===== config.mk =====
export PLATFORM = sky130hd
export DESIGN_NAME = pipe_ctl
export DESIGN_NICKNAME = d
export VERILOG_FILES = /design/src/rtl/pipe_ctl.sv
export SDC_FILE = /design/constraint.sdc
export NUM_CORES = 1
export LEC_CHECK = 0
export CORE_MARGIN = 2
export CORE_UTILIZATION = 41
export CTS_CLUSTER_SIZE = 25
export DETAILED_ROUTE_END_ITERATION = 8
export GPL_ROUTABILITY_DRIVEN = 0
export HOLD_SLACK_MARGIN = 0.1
export PLACE_DENSITY = 0.82
export SETUP_SLACK_MARGIN = 0.3
export SLEW_MARGIN = 15
export SYNTH_ARGS = -nofsm -noshare
export SYNTH_HDL_FRONTEND = slang
export SYNTH_SLANG_ARGS = --single-unit

===== constraint.sdc =====
create_clock -name clk -period 2 [get_ports clk]
set_clock_uncertainty 0.15 [all_clocks]
set_input_delay 0.3 -clock clk [delete_from_list [all_inputs] [get_ports clk]]
set_output_delay 0.3 -clock clk [all_outputs]
set_load 0.01 [all_outputs]

===== src/rtl/pipe_ctl.sv =====
`default_nettype none
// ============================================================================
//  Module   : pipe_ctl
//  Purpose  : Pipeline hazard controller for the 5-stage MIPS core. Drives the
//             stall/zero controls of IF/ID, ID/EX, EX/MEM, MEM/WB and the PC
//             hold, and keeps saturating stall/branch-flush counters.
//  Revision : 1.0  initial release
// ============================================================================
module pipe_ctl #(
   parameter int FLUSH_CYCLES = 2,
   parameter int CNT_W        = 16
) (
   input  logic             clk,
   input  logic             reset,
   input  logic [4:0]       id_rs,
   input  logic [4:0]       id_rt,
   input  logic             id_uses_rt,
   input  logic             ex_memread,
   input  logic [4:0]       ex_rt,
   input  logic             ex_branch_taken,
   input  logic             imem_ready,
   input  logic             mem_req,
   input  logic             mem_ready,
   output logic             stall_pc,
   output logic             stall_ifid,
   output logic             zero_ifid,
   output logic             stall_idex,
   output logic             zero_idex,
   output logic             stall_exmem,
   output logic             zero_exmem,
   output logic             stall_memwb,
   output logic             zero_memwb,
   output logic [CNT_W-1:0] stall_cnt,
   output logic [CNT_W-1:0] flush_cnt
);

   localparam int               FC_W    = (FLUSH_CYCLES > 1) ? $clog2(FLUSH_CYCLES) : 1;
   localparam logic [FC_W-1:0]  FC_INIT = FC_W'(FLUSH_CYCLES - 1);

   typedef enum logic [1:0] {
      S_FLUSH = 2'd0,
      S_RUN   = 2'd1,
      S_DWAIT = 2'd2
   } state_t;

   state_t             r_state;
   logic [FC_W-1:0]    r_fc;
   logic [CNT_W-1:0]   r_stall_cnt;
   logic [CNT_W-1:0]   r_flush_cnt;

   logic w_flushing;
   logic w_dstall;
   logic w_lu;
   logic w_br;
   logic w_iw;
   logic w_br_fire;

   // Hazard terms; DWAIT shares the RUN decode, only FLUSH masks everything.
   always_comb begin
      w_flushing = (r_state == S_FLUSH);
      w_dstall   = mem_req & ~mem_ready;
      w_lu       = ex_memread & (ex_rt != 5'd0) &
                   ((ex_rt == id_rs) | (id_uses_rt & (ex_rt == id_rt)));
      w_br       = ex_branch_taken;
      w_iw       = ~imem_ready;
      // A data wait freezes EX, so a taken branch only squashes once it clears.
      w_br_fire  = ~w_flushing & ~w_dstall & w_br;
   end

   // Prioritised control decode: flush > data wait > branch > load-use > fetch wait.
   always_comb begin
      stall_pc    = 1'b0;
      stall_ifid  = 1'b0;
      zero_ifid   = 1'b0;
      stall_idex  = 1'b0;
      zero_idex   = 1'b0;
      stall_exmem = 1'b0;
      zero_exmem  = 1'b0;
      stall_memwb = 1'b0;
      zero_memwb  = 1'b0;
      if (w_flushing) begin
         stall_pc   = 1'b1;
         zero_ifid  = 1'b1;
         zero_idex  = 1'b1;
         zero_exmem = 1'b1;
         zero_memwb = 1'b1;
      end else if (w_dstall) begin
         stall_pc    = 1'b1;
         stall_ifid  = 1'b1;
         stall_idex  = 1'b1;
         stall_exmem = 1'b1;
         zero_memwb  = 1'b1;
      end else if (w_br) begin
         // PC keeps advancing so it can load the branch target even during a fetch wait.
         zero_ifid = 1'b1;
         zero_idex = 1'b1;
      end else if (w_lu) begin
         stall_pc   = 1'b1;
         stall_ifid = 1'b1;
         zero_idex  = 1'b1;
      end else if (w_iw) begin
         stall_pc  = 1'b1;
         zero_ifid = 1'b1;
      end
   end

   // State machine, flush down-counter and saturating performance counters.
   always_ff @(posedge clk) begin
      if (reset) begin
         r_state     <= S_FLUSH;
         r_fc        <= FC_INIT;
         r_stall_cnt <= '0;
         r_flush_cnt <= '0;
      end else begin
         case (r_state)
            S_FLUSH: begin
               if (r_fc == '0) begin
                  r_state <= S_RUN;
               end else begin
                  r_fc <= r_fc - FC_W'(1);
               end
            end
            S_RUN: begin
               if (w_dstall) begin
                  r_state <= S_DWAIT;
               end
            end
            S_DWAIT: begin
               if (!w_dstall) begin
                  r_state <= S_RUN;
               end
            end
            default: begin
               r_state <= S_FLUSH;
               r_fc    <= FC_INIT;
            end
         endcase

         if (!w_flushing && stall_pc && !(&r_stall_cnt)) begin
            r_stall_cnt <= r_stall_cnt + CNT_W'(1);
         end
         if (w_br_fire && !(&r_flush_cnt)) begin
            r_flush_cnt <= r_flush_cnt + CNT_W'(1);
         end
      end
   end

   assign stall_cnt = r_stall_cnt;
   assign flush_cnt = r_flush_cnt;

endmodule
`default_nettype wire

==> results_dict.tcl <==
set metrics [dict create \
    setup_ws_ns -0.179 \
    end_kind "flip-flop" \
    initial_utilization 0.434 \
    crit_required_ns 2.01 \
    synth.most_common_cell "dfxtp_1" \
    cts_max_level 2 \
    hpwl_um 3780 \
    irDropWorstVdd_mv 0.443 \
    fin_tns_setup_ns -1.83 \
    p_sw_frac 0.318 \
    route.detailed.drc 0 \
    grt_max_degree 36 \
    final-max-slew-violation-count 0 \
    crit_fanout 7 \
    synthMuxAreaShare 0.0266 \
    fillCellCount 349 \
    fmax_mhz 459 \
    synth_xor_area_frac 0.0863 \
    die_h_um 72.6 \
    dp_slack_ns -0.852 \
    diodes 0 \
    synthTopCellsByArea "dfxtp_1 36%, or3_1 7.8%, xnor2_1 6.4%, a21oi_1 6.2%, o21ai_0 6.0%" \
    postRouteAntennaNets 0 \
    vias 2198 \
    placed_cells 374 \
    track_usage 0.232 \
    dr.pass1.iters 4 \
    netlist_instances 236 \
    fin_cells 403 \
    grt-ovfl-total 0 \
    synth_fa_ha_area_frac 0.0324 \
    pin_count 64 \
    die_w_um 72.6 \
    synthTopCellsByCount "35 x dfxtp_1, 24 x a21oi_1, 24 x or3_1" \
    p_int_w 0.00159 \
    antenna_found_initial 0 \
    p_sw_w 0.000742 \
    syn-num-nets 264 \
    wirelength_um 6060 \
    synth_simple_gate_area_share 0.282 \
    cts_hold_buf 0 \
    clock_path_buffers 2 \
    clkLatencyLatePin_ns 0.29 \
    cap_violations 0 \
    cts_made_buffers 5 \
    area_growth_syn_to_layout_pct 71.7 \
    ys_seq_elements 35 \
    hold_violations 0 \
    p_comb_frac 0.461 \
    core_um2 4440 \
    clock_sinks 35 \
    cts_root_buffer "clkbuf_8" \
    grt_pass1_wl_um 9830 \
    finalCritPeriodShare 1.09 \
    status "finished, violations left" \
    grt_pass1_vias 2212 \
    drive_above_1_share 0.330 \
    holdCritPathClass "flip-flop to flip-flop" \
    violations "negative setup slack" \
    async_flop_share 0 \
    numPortBuffers 62 \
    drtIter0Drc 64 \
    stdcell_area_um2 3310 \
    arrival_ns 2.19 \
    synth_top_area_frac 0.363 \
    yosysUniqueCellTypes 39 \
    postPlaceCellArea_um2 2880 \
    yosysWarnings 0 \
    synth_edf_count 0 \
    synth_compound_area_frac 0.160 \
    clk_pin_slew_ns 0.07 \
    p_clk_frac 0.208 \
    leakagePower_nw 1.52 \
    synth_ff_type "dfxtp_1" \
    syn-cell-area_um2 1930 \
    yosysSeqAreaShare 0.363 \
    wire_per_inst_um 15.0 \
    period_needed_ns 2.18 \
    finalSetupViolCount 19 \
    num-nets-final 378 \
    crit_type "primary input to flip-flop" \
    rsz0062_at_grt "yes" \
    synth_area_leader_cell "dfxtp_1" \
    syn_avg_cell_area_um2 8.18 \
    synth_top_family_by_area "simple AND/OR/NAND/NOR gates" \
    cp-start-kind "primary input" \
    dieArea_um2 5270 \
    cts_tree "yes" \
    p_seq_frac 0.331 \
    rows 24 \
    cellPowerDensity_nw_per_um2 705 \
    viasPerCell 5.45 \
]
==> power groups by stage <==
stage,Sequential (W),Combinational (W),Clock [W]
after floorplan,0.000800,0.000442,0
after global placement,0.000785,0.000722,0
after detailed placement,0.000789,0.000742,0
after CTS,0.000770,0.000962,0.000497
after global routing,0.000776,0.00116,0.000527
final,0.000773,0.00108,0.000485
==> stage by stage <==
| step | hold WS (ns) | utilization | total power [W] |
|---|---|---|---|
| detailed placement | 0.335 | 0.648 | 0.00153 |
| finish | 0.361 | 0.745 | 0.00234 |
| global route | 0.385 | 0.745 | 0.00246 |
| floorplan | 0.299 | - | 0.00124 |
| CTS | 0.363 | 0.720 | 0.00223 |
| global placement | 0.313 | 0.648 | 0.00151 |
==> logic make-up after synthesis <==
logic type,count (synthesis)
other cells,1
buf+inv,16
flops,35
mux,5
compound gates,55
simple gates,100
xor+xnor,19
fa+ha+maj,5
==> flip-flops by register name, indices dropped and copies added (netlist names) <==
register   count
r_state        2
flush_cnt     16
stall_cnt     16
r_fc           1
==> final cells by class <==
class                      instances  area (µm²)  share of cell area
clock inverter                     1        5.00             0.00151
sequential                        35         719               0.217
inverter                           7        26.3             0.00793
timing repair buffer             116        1110               0.335
clock buffer                       7        76.3              0.0230
tap                               52        65.1              0.0196
multi-input combinational        185        1310               0.396
==> worst max-delay path, stage by stage <==
cell and delay [ns]:
buf_6 0.09, or4_1 0.52, o21a_1 0.23, buf_4 0.15, buf_6 0.10, and2_4 0.13, a31oi_4 0.14, buf_12 0.16
buf_12 0.12, mux2i_1 0.19, nor2_1 0.05
==> layout by cell type (no fill, tap or decap), types with 3 or more instances in the layout <==
cell             count
clkbuf_8             5
nand4_1              9
buf_6               14
a21oi_1             22
ha_4                 3
and4_1               5
xnor2_2              4
inv_1                4
buf_4               40
buf_16               3
inv_2                3
o21ai_1             10
dfxtp_2              9
nand2_1             13
nand3_1             11
xor2_1               5
clkdlybuf4s50_1     10
or3_1               23
buf_2                5
mux2i_1              4
o21ai_0             12
xnor2_1             10
nor2_1              17
dlymetal6s2s_1      10
dfxtp_1             24
dlygate4sd2_1       29
==> worst paths after layout <==
kind                         startpoint                          to  slack, ns  cells past startpoint
max reg2reg     r_state[0]$_SDFFE_PP0P_   stall_cnt[3]$_SDFFE_PP0P_      -0.13                     10
min reg2reg  flush_cnt[13]$_SDFFE_PP0P_  flush_cnt[13]$_SDFFE_PP0P_       0.36                      2
max                            ex_rt[4]   stall_cnt[1]$_SDFFE_PP0P_      -0.18                     11
min          flush_cnt[13]$_SDFFE_PP0P_  flush_cnt[13]$_SDFFE_PP0P_       0.36                      2
==> metal layers <==
metal  GRT usage  wire length (µm)
met1       0.275              2510
met4      0.0905               131
met5           0                 0
met3      0.0470               331
met2       0.411              3090
==> timing repair <==
item,4_1_cts,5_1_grt
resized for setup,104,30
gates cloned,3,0
endpoints found under the setup margin,63,53
pin swaps,40,13
buffers inserted,16,2
(Power assumes the default switching activity.)
